**src/rtl/float_pkg.sv**
```systemverilog
// Shared types for the float packing path: class codes, default field widths,
// the canonical 32-bit NaN and the pack-control helper.
package float_pkg;

    localparam int DEF_EXP_W = 8;
    localparam int DEF_SIG_W = 23;
    localparam logic [31:0] CANON_NAN_32 = 32'h7FC0_0000;

    typedef enum logic [2:0] {
        ZERO    = 3'd0,
        SUBNORM = 3'd1,
        NORMAL  = 3'd2,
        INF     = 3'd3,
        QNAN    = 3'd4,
        SNAN    = 3'd5
    } float_class_e;

    typedef enum logic [1:0] {
        PACK_PASS  = 2'd0,
        PACK_ZERO  = 2'd1,
        PACK_CANON = 2'd2
    } pack_sel_e;

    typedef struct packed {
        pack_sel_e    sel;
        float_class_e cls;
    } pack_ctl_t;

    // Decides how a classified value is packed and which class is reported
    // alongside the packed word.
    function automatic pack_ctl_t pack_control(input float_class_e cls,
                                               input logic ftz,
                                               input logic canon_nan);
        pack_ctl_t ctl;
        ctl.sel = PACK_PASS;
        ctl.cls = cls;
        if (ftz && cls == SUBNORM) begin
            ctl.sel = PACK_ZERO;
            ctl.cls = ZERO;
        end else if (canon_nan && (cls == QNAN || cls == SNAN)) begin
            ctl.sel = PACK_CANON;
            ctl.cls = QNAN;
        end
        return ctl;
    endfunction

endpackage

```
**src/rtl/float_classify.sv**
```systemverilog
// Combinational IEEE-754 classifier: biased exponent + fraction -> class code.
module float_classify
    import float_pkg::*;
#(
    parameter int EXP_W = DEF_EXP_W,
    parameter int SIG_W = DEF_SIG_W
) (
    input  logic [EXP_W-1:0] exponent,
    input  logic [SIG_W-1:0] significand,
    output float_class_e     cls
);

    always_comb begin
        cls = NORMAL;
        if (exponent == '0) begin
            cls = (significand == '0) ? ZERO : SUBNORM;
        end else if (exponent == '1) begin
            if (significand == '0)
                cls = INF;
            else if (significand[SIG_W-1])
                cls = QNAN;
            else
                cls = SNAN;
        end
    end

endmodule

```
**src/rtl/float_pack_stage.sv**
```systemverilog
// Two-stage classify/pack pipeline producing IEEE-754 words.
// Optional FLOAT_PACK_STATS_EN adds saturating NaN/INF output-handshake counters.
module float_pack_stage
    import float_pkg::*;
#(
    parameter int EXP_W     = DEF_EXP_W,
    parameter int SIG_W     = DEF_SIG_W,
    parameter bit FTZ       = 1'b0,
    parameter bit CANON_NAN = 1'b1,
    localparam int W        = 1 + EXP_W + SIG_W
) (
    input  logic             clock,
    input  logic             reset,
    input  logic             io_in_valid,
    output logic             io_in_ready,
    input  logic             io_in_sign,
    input  logic [EXP_W-1:0] io_in_exponent,
    input  logic [SIG_W-1:0] io_in_significand,
    output logic             io_out_valid,
    input  logic             io_out_ready,
    output logic [W-1:0]     io_out_bits,
    output logic [2:0]       io_out_class
`ifdef FLOAT_PACK_STATS_EN
    ,
    output logic [15:0]      io_stat_nan_cnt,
    output logic [15:0]      io_stat_inf_cnt
`endif
);

    // Handshake: a beat moves when valid && ready at a rising edge. Valid is
    // driven from registers only; ready is a combinational chain from the
    // output back to the input so a full pipe still advances every cycle.
    logic             s1_valid;
    logic             s1_sign;
    logic [EXP_W-1:0] s1_exp;
    logic [SIG_W-1:0] s1_sig;
    float_class_e     s1_class;
    float_class_e     in_class;

    logic             s2_valid;
    logic             s2_ready;
    logic [W-1:0]     s2_bits;
    float_class_e     s2_class;

    pack_ctl_t        ctl;
    logic [W-1:0]     s1_word;

    assign s2_ready    = !s2_valid || io_out_ready;
    assign io_in_ready = !s1_valid || s2_ready;

    float_classify #(
        .EXP_W(EXP_W),
        .SIG_W(SIG_W)
    ) u_classify (
        .exponent   (io_in_exponent),
        .significand(io_in_significand),
        .cls        (in_class)
    );

    always_ff @(posedge clock) begin
        if (!reset) begin
            s1_valid <= 1'b0;
            s1_sign  <= 1'b0;
            s1_exp   <= '0;
            s1_sig   <= '0;
            s1_class <= ZERO;
        end else if (io_in_ready) begin
            s1_valid <= io_in_valid;
            if (io_in_valid) begin
                s1_sign  <= io_in_sign;
                s1_exp   <= io_in_exponent;
                s1_sig   <= io_in_significand;
                s1_class <= in_class;
            end
        end
    end

    assign ctl = pack_control(s1_class, FTZ, CANON_NAN);

    always_comb begin
        s1_word = {s1_sign, s1_exp, s1_sig};
        case (ctl.sel)
            PACK_ZERO:  s1_word = {s1_sign, {(W-1){1'b0}}};
            PACK_CANON: s1_word = {1'b0, {EXP_W{1'b1}}, 1'b1, {(SIG_W-1){1'b0}}};
            default:    s1_word = {s1_sign, s1_exp, s1_sig};
        endcase
    end

    always_ff @(posedge clock) begin
        if (!reset) begin
            s2_valid <= 1'b0;
            s2_bits  <= '0;
            s2_class <= ZERO;
        end else if (s2_ready) begin
            s2_valid <= s1_valid;
            if (s1_valid) begin
                s2_bits  <= s1_word;
                s2_class <= ctl.cls;
            end
        end
    end

    assign io_out_valid = s2_valid;
    assign io_out_bits  = s2_bits;
    assign io_out_class = s2_class;

`ifdef FLOAT_PACK_STATS_EN
    // NaN statistics count the class seen before canonicalisation.
    float_class_e s2_raw_class;
    logic         out_fire;

    assign out_fire = s2_valid && io_out_ready;

    always_ff @(posedge clock) begin
        if (!reset) begin
            s2_raw_class <= ZERO;
        end else if (s2_ready && s1_valid) begin
            s2_raw_class <= s1_class;
        end
    end

    always_ff @(posedge clock) begin
        if (!reset) begin
            io_stat_nan_cnt <= 16'h0000;
            io_stat_inf_cnt <= 16'h0000;
        end else if (out_fire) begin
            if ((s2_raw_class == QNAN || s2_raw_class == SNAN) && io_stat_nan_cnt != 16'hFFFF)
                io_stat_nan_cnt <= io_stat_nan_cnt + 16'h0001;
            if (s2_raw_class == INF && io_stat_inf_cnt != 16'hFFFF)
                io_stat_inf_cnt <= io_stat_inf_cnt + 16'h0001;
        end
    end
`endif

endmodule

```
**config.mk**
```make
export PLATFORM = sky130hd
export DESIGN_NAME = float_pack_stage
export DESIGN_NICKNAME = d
export VERILOG_FILES = /design/src/rtl/float_pkg.sv /design/src/rtl/float_classify.sv /design/src/rtl/float_pack_stage.sv
export SDC_FILE = /design/constraint.sdc
export NUM_CORES = 1
export LEC_CHECK = 0
export ABC_AREA = 1
export CAP_MARGIN = 20
export CORE_MARGIN = 2
export CORE_UTILIZATION = 51
export DETAILED_ROUTE_END_ITERATION = 10
export HOLD_SLACK_MARGIN = 0.06
export PLACE_DENSITY_LB_ADDON = 0.3
export SLEW_MARGIN = 40
export SYNTH_ARGS = -nofsm -noshare
export SYNTH_HDL_FRONTEND = slang
export SYNTH_SLANG_ARGS = --single-unit
```
**constraint.sdc**
```tcl
create_clock -name clock -period 2.4 [get_ports clock]
set_input_delay 0.24 -clock clock [delete_from_list [all_inputs] [get_ports clock]]
set_output_delay 0.24 -clock clock [all_outputs]
set_load 0.005 [all_outputs]
```
==> metrics.yaml <==
min_path:
  hold_class: "reg -> reg"
power:
  power_density_nw_per_um2: 699.1
  vdd_drop_max_v: 0.0004499
  leakage_nw: 1.404
cells_and_area:
  fin_cells: 496
  drive_gt1_share_pct: 6.338
  area_growth_pct: 34.15
  nets: 457
  mostFrequentLayoutCell: "nor2_1"
  n_antenna_cell: 0
  layout_common_cells: "nor2_1, clkdlybuf4s50_1, dfxtp_1, o21ai_0, nand2_1"
global_route:
  grt.overflow.total: 0
  grt_pass1_vias: 2387
  antenna_found_initial: 0
  grt_use_total_pct: 22.91
  grt_first_pass_wirelength_mm: 10.89
  grt_max_degree: 44
setup_path:
  critPathKind: "in -> out"
  crit_required_ns: 2.16
  crit_arrival_ns: 1.33
  cp_max_fo: 3
  critPathLaunchType: "input pin"
  cp-end-kind: "output pin"
synthesis:
  postSynthCellCount: 354
  synth.area.mux_share_pct: 0
  netlist.area_leader.share_pct: 53.16
  synthXorXnorAreaFrac_pct: 0
  avgSynthCellArea_um2: 7.659
  synth_top_family_by_area: "simple AND/OR/NAND/NOR gates"
  synth_fa_ha_area_share_pct: 0
  synth.distinct_cells: 18
  syn_nets: 390
  netlist_area_um2: 2711
  synth-seq-cells: 72
  synth-simple-area-share_pct: 25.47
  yosys_warnings: 0
  synth-compound-area-share_pct: 14.63
  synth_area_leader_cell: "dfxtp_1"
  synth_area_leaders: "dfxtp_1, nor2_1, o21ai_0"
  ys_seq_area_share_pct: 53.16
cts:
  cts_tree: "done"
  hold_buffers: 0
  cts_max_path_buffers: 2
  htree_levels: 3
  worstSkewPairLatency_ns: 0.34
  ctsResizeCount: 0
  postCtsSetupRepairBufs: 0
  clock_tree.root_cell: "clkbuf_8"
  cts.sinks: 72
  numCtsBuffers: 9
  path_clk_slew_ns: 0.07
sta:
  final.min_clock_period_ns: 1.567
  finalCritPeriodShare_pct: 65.31
  timing.max_slew.rel_slack_pct: 60.80
  max_freq_mhz: 638.0
  tightestPinTransition_ns: 0.5872
  totalNegativeSetupSlack_ns: 0
  hold_violations: 0
  rsz0062_at_grt: "no"
  finalSetupViolCount: 0
  drv_slew: 0
  worst_clock_skew_ns: 0.008627
route:
  routed-wl-met3_um: 348
  via_count: 2552
  wl_per_cell_um: 13.24
  top_layer: "met4"
  dr.pass1.iters: 4
  wl_met1_mm: 2.901
  drt_iter0_markers: 120
  antenna_left: 0
  drc_errors: 0
  avgViaCountPerCell: 5.145
  wl_met2_mm: 3.177
  routed_wl_mm: 6.565
die:
  io_pins: 73
  die_y_um: 76.92
  dieWidth_um: 76.92
  placementRows: 26
  core-area_um2: 5107
  start_util_pct: 53.09
  die-area_um2: 5916
place:
  finalWeightedCongestion: 0.7867
  dp_hpwl_mm: 4.241
  dp.cells: 480
  io_buffers: 72
outcome:
  status: "finished clean"
run:
  cap_violations: 0
[layout make-up]
class	instances	area, µm²
Clock buffer	13	158.9
Fill cell	441	1470
Clock inverter	3	40.04
Inverter	15	56.30
Multi-Input combinational cell	245	1087
Tap cell	70	87.58
Timing Repair Buffer	78	765.7
Sequential cell	72	1441
[through the flow]
step	hold WS, ns	area, µm²	utilization (%)	worst slack [ns]	power (mW)
after floorplan	0.3783	2711	-	1.302	1.463
after global placement	0.4427	3438	67.32	0.7287	1.603
after detailed placement	0.4496	3438	67.32	0.6601	1.611
after CTS	0.4595	3637	71.22	0.8206	2.549
after global routing	0.4838	3637	71.22	0.7826	2.636
final	0.4568	3637	71.22	0.8326	2.543
[final timing paths]
kind / startpoint / end / slack (ns) / cells past startpoint
min reg2reg: s1_sig[22] / s1_sig[22] / 0.46 / 2
min: s1_sig[22] / s1_sig[22] / 0.46 / 2
max reg2reg: io_out_valid / io_out_bits[22] / 1.05 / 5
max: io_out_ready / io_in_ready / 0.83 / 4
[power by group]
group	leakage [nW]	total (mW)	switching, mW	internal [mW]
Clock	0.103	0.955	0.421	0.535
Sequential	0.592	1.30	0.0362	1.26
Combinational	0.708	0.289	0.141	0.148
Total	1.40	2.54	0.598	1.94
[cell usage after synthesis, drive strengths merged]
library cell	n
nor2	84
nand3	30
dfxtp	72
nor3	10
nand2	42
clkbuf	7
a31oi	1
buf	15
a21oi	36
inv	15
o21ai	42
[per-layer routing]
metal / GRT usage (%) / vias up
li1: - / 1290
met1: 28.72 / 1173
met2: 38.42 / 77
met3: 4.000 / 12
met4: 10.55 / 0
met5: 0 / -
[cell families (layout without fill, tap and decap cells)]
family	after synthesis	after routing
simple gates	166	166
flops	72	72
compound gates	79	79
buf+inv	37	109
[critical path, stage by stage]
cell             delay [ns]
clkdlybuf4s50_1        0.45
inv_1                  0.05
nand3_2                0.08
clkdlybuf4s50_1        0.50
[registers in the layout, summed over array words and instances, names as in the netlist]
| signal | cells |
|---|---|
| s1_sig | 23 |
| io_out_class | 3 |
| io_out_bits | 32 |
| s1_class | 3 |
| io_out_valid | 1 |
| s1_sign | 1 |
| s1_valid | 1 |
| s1_exp | 8 |
Power figures use the tool's default switching activity.
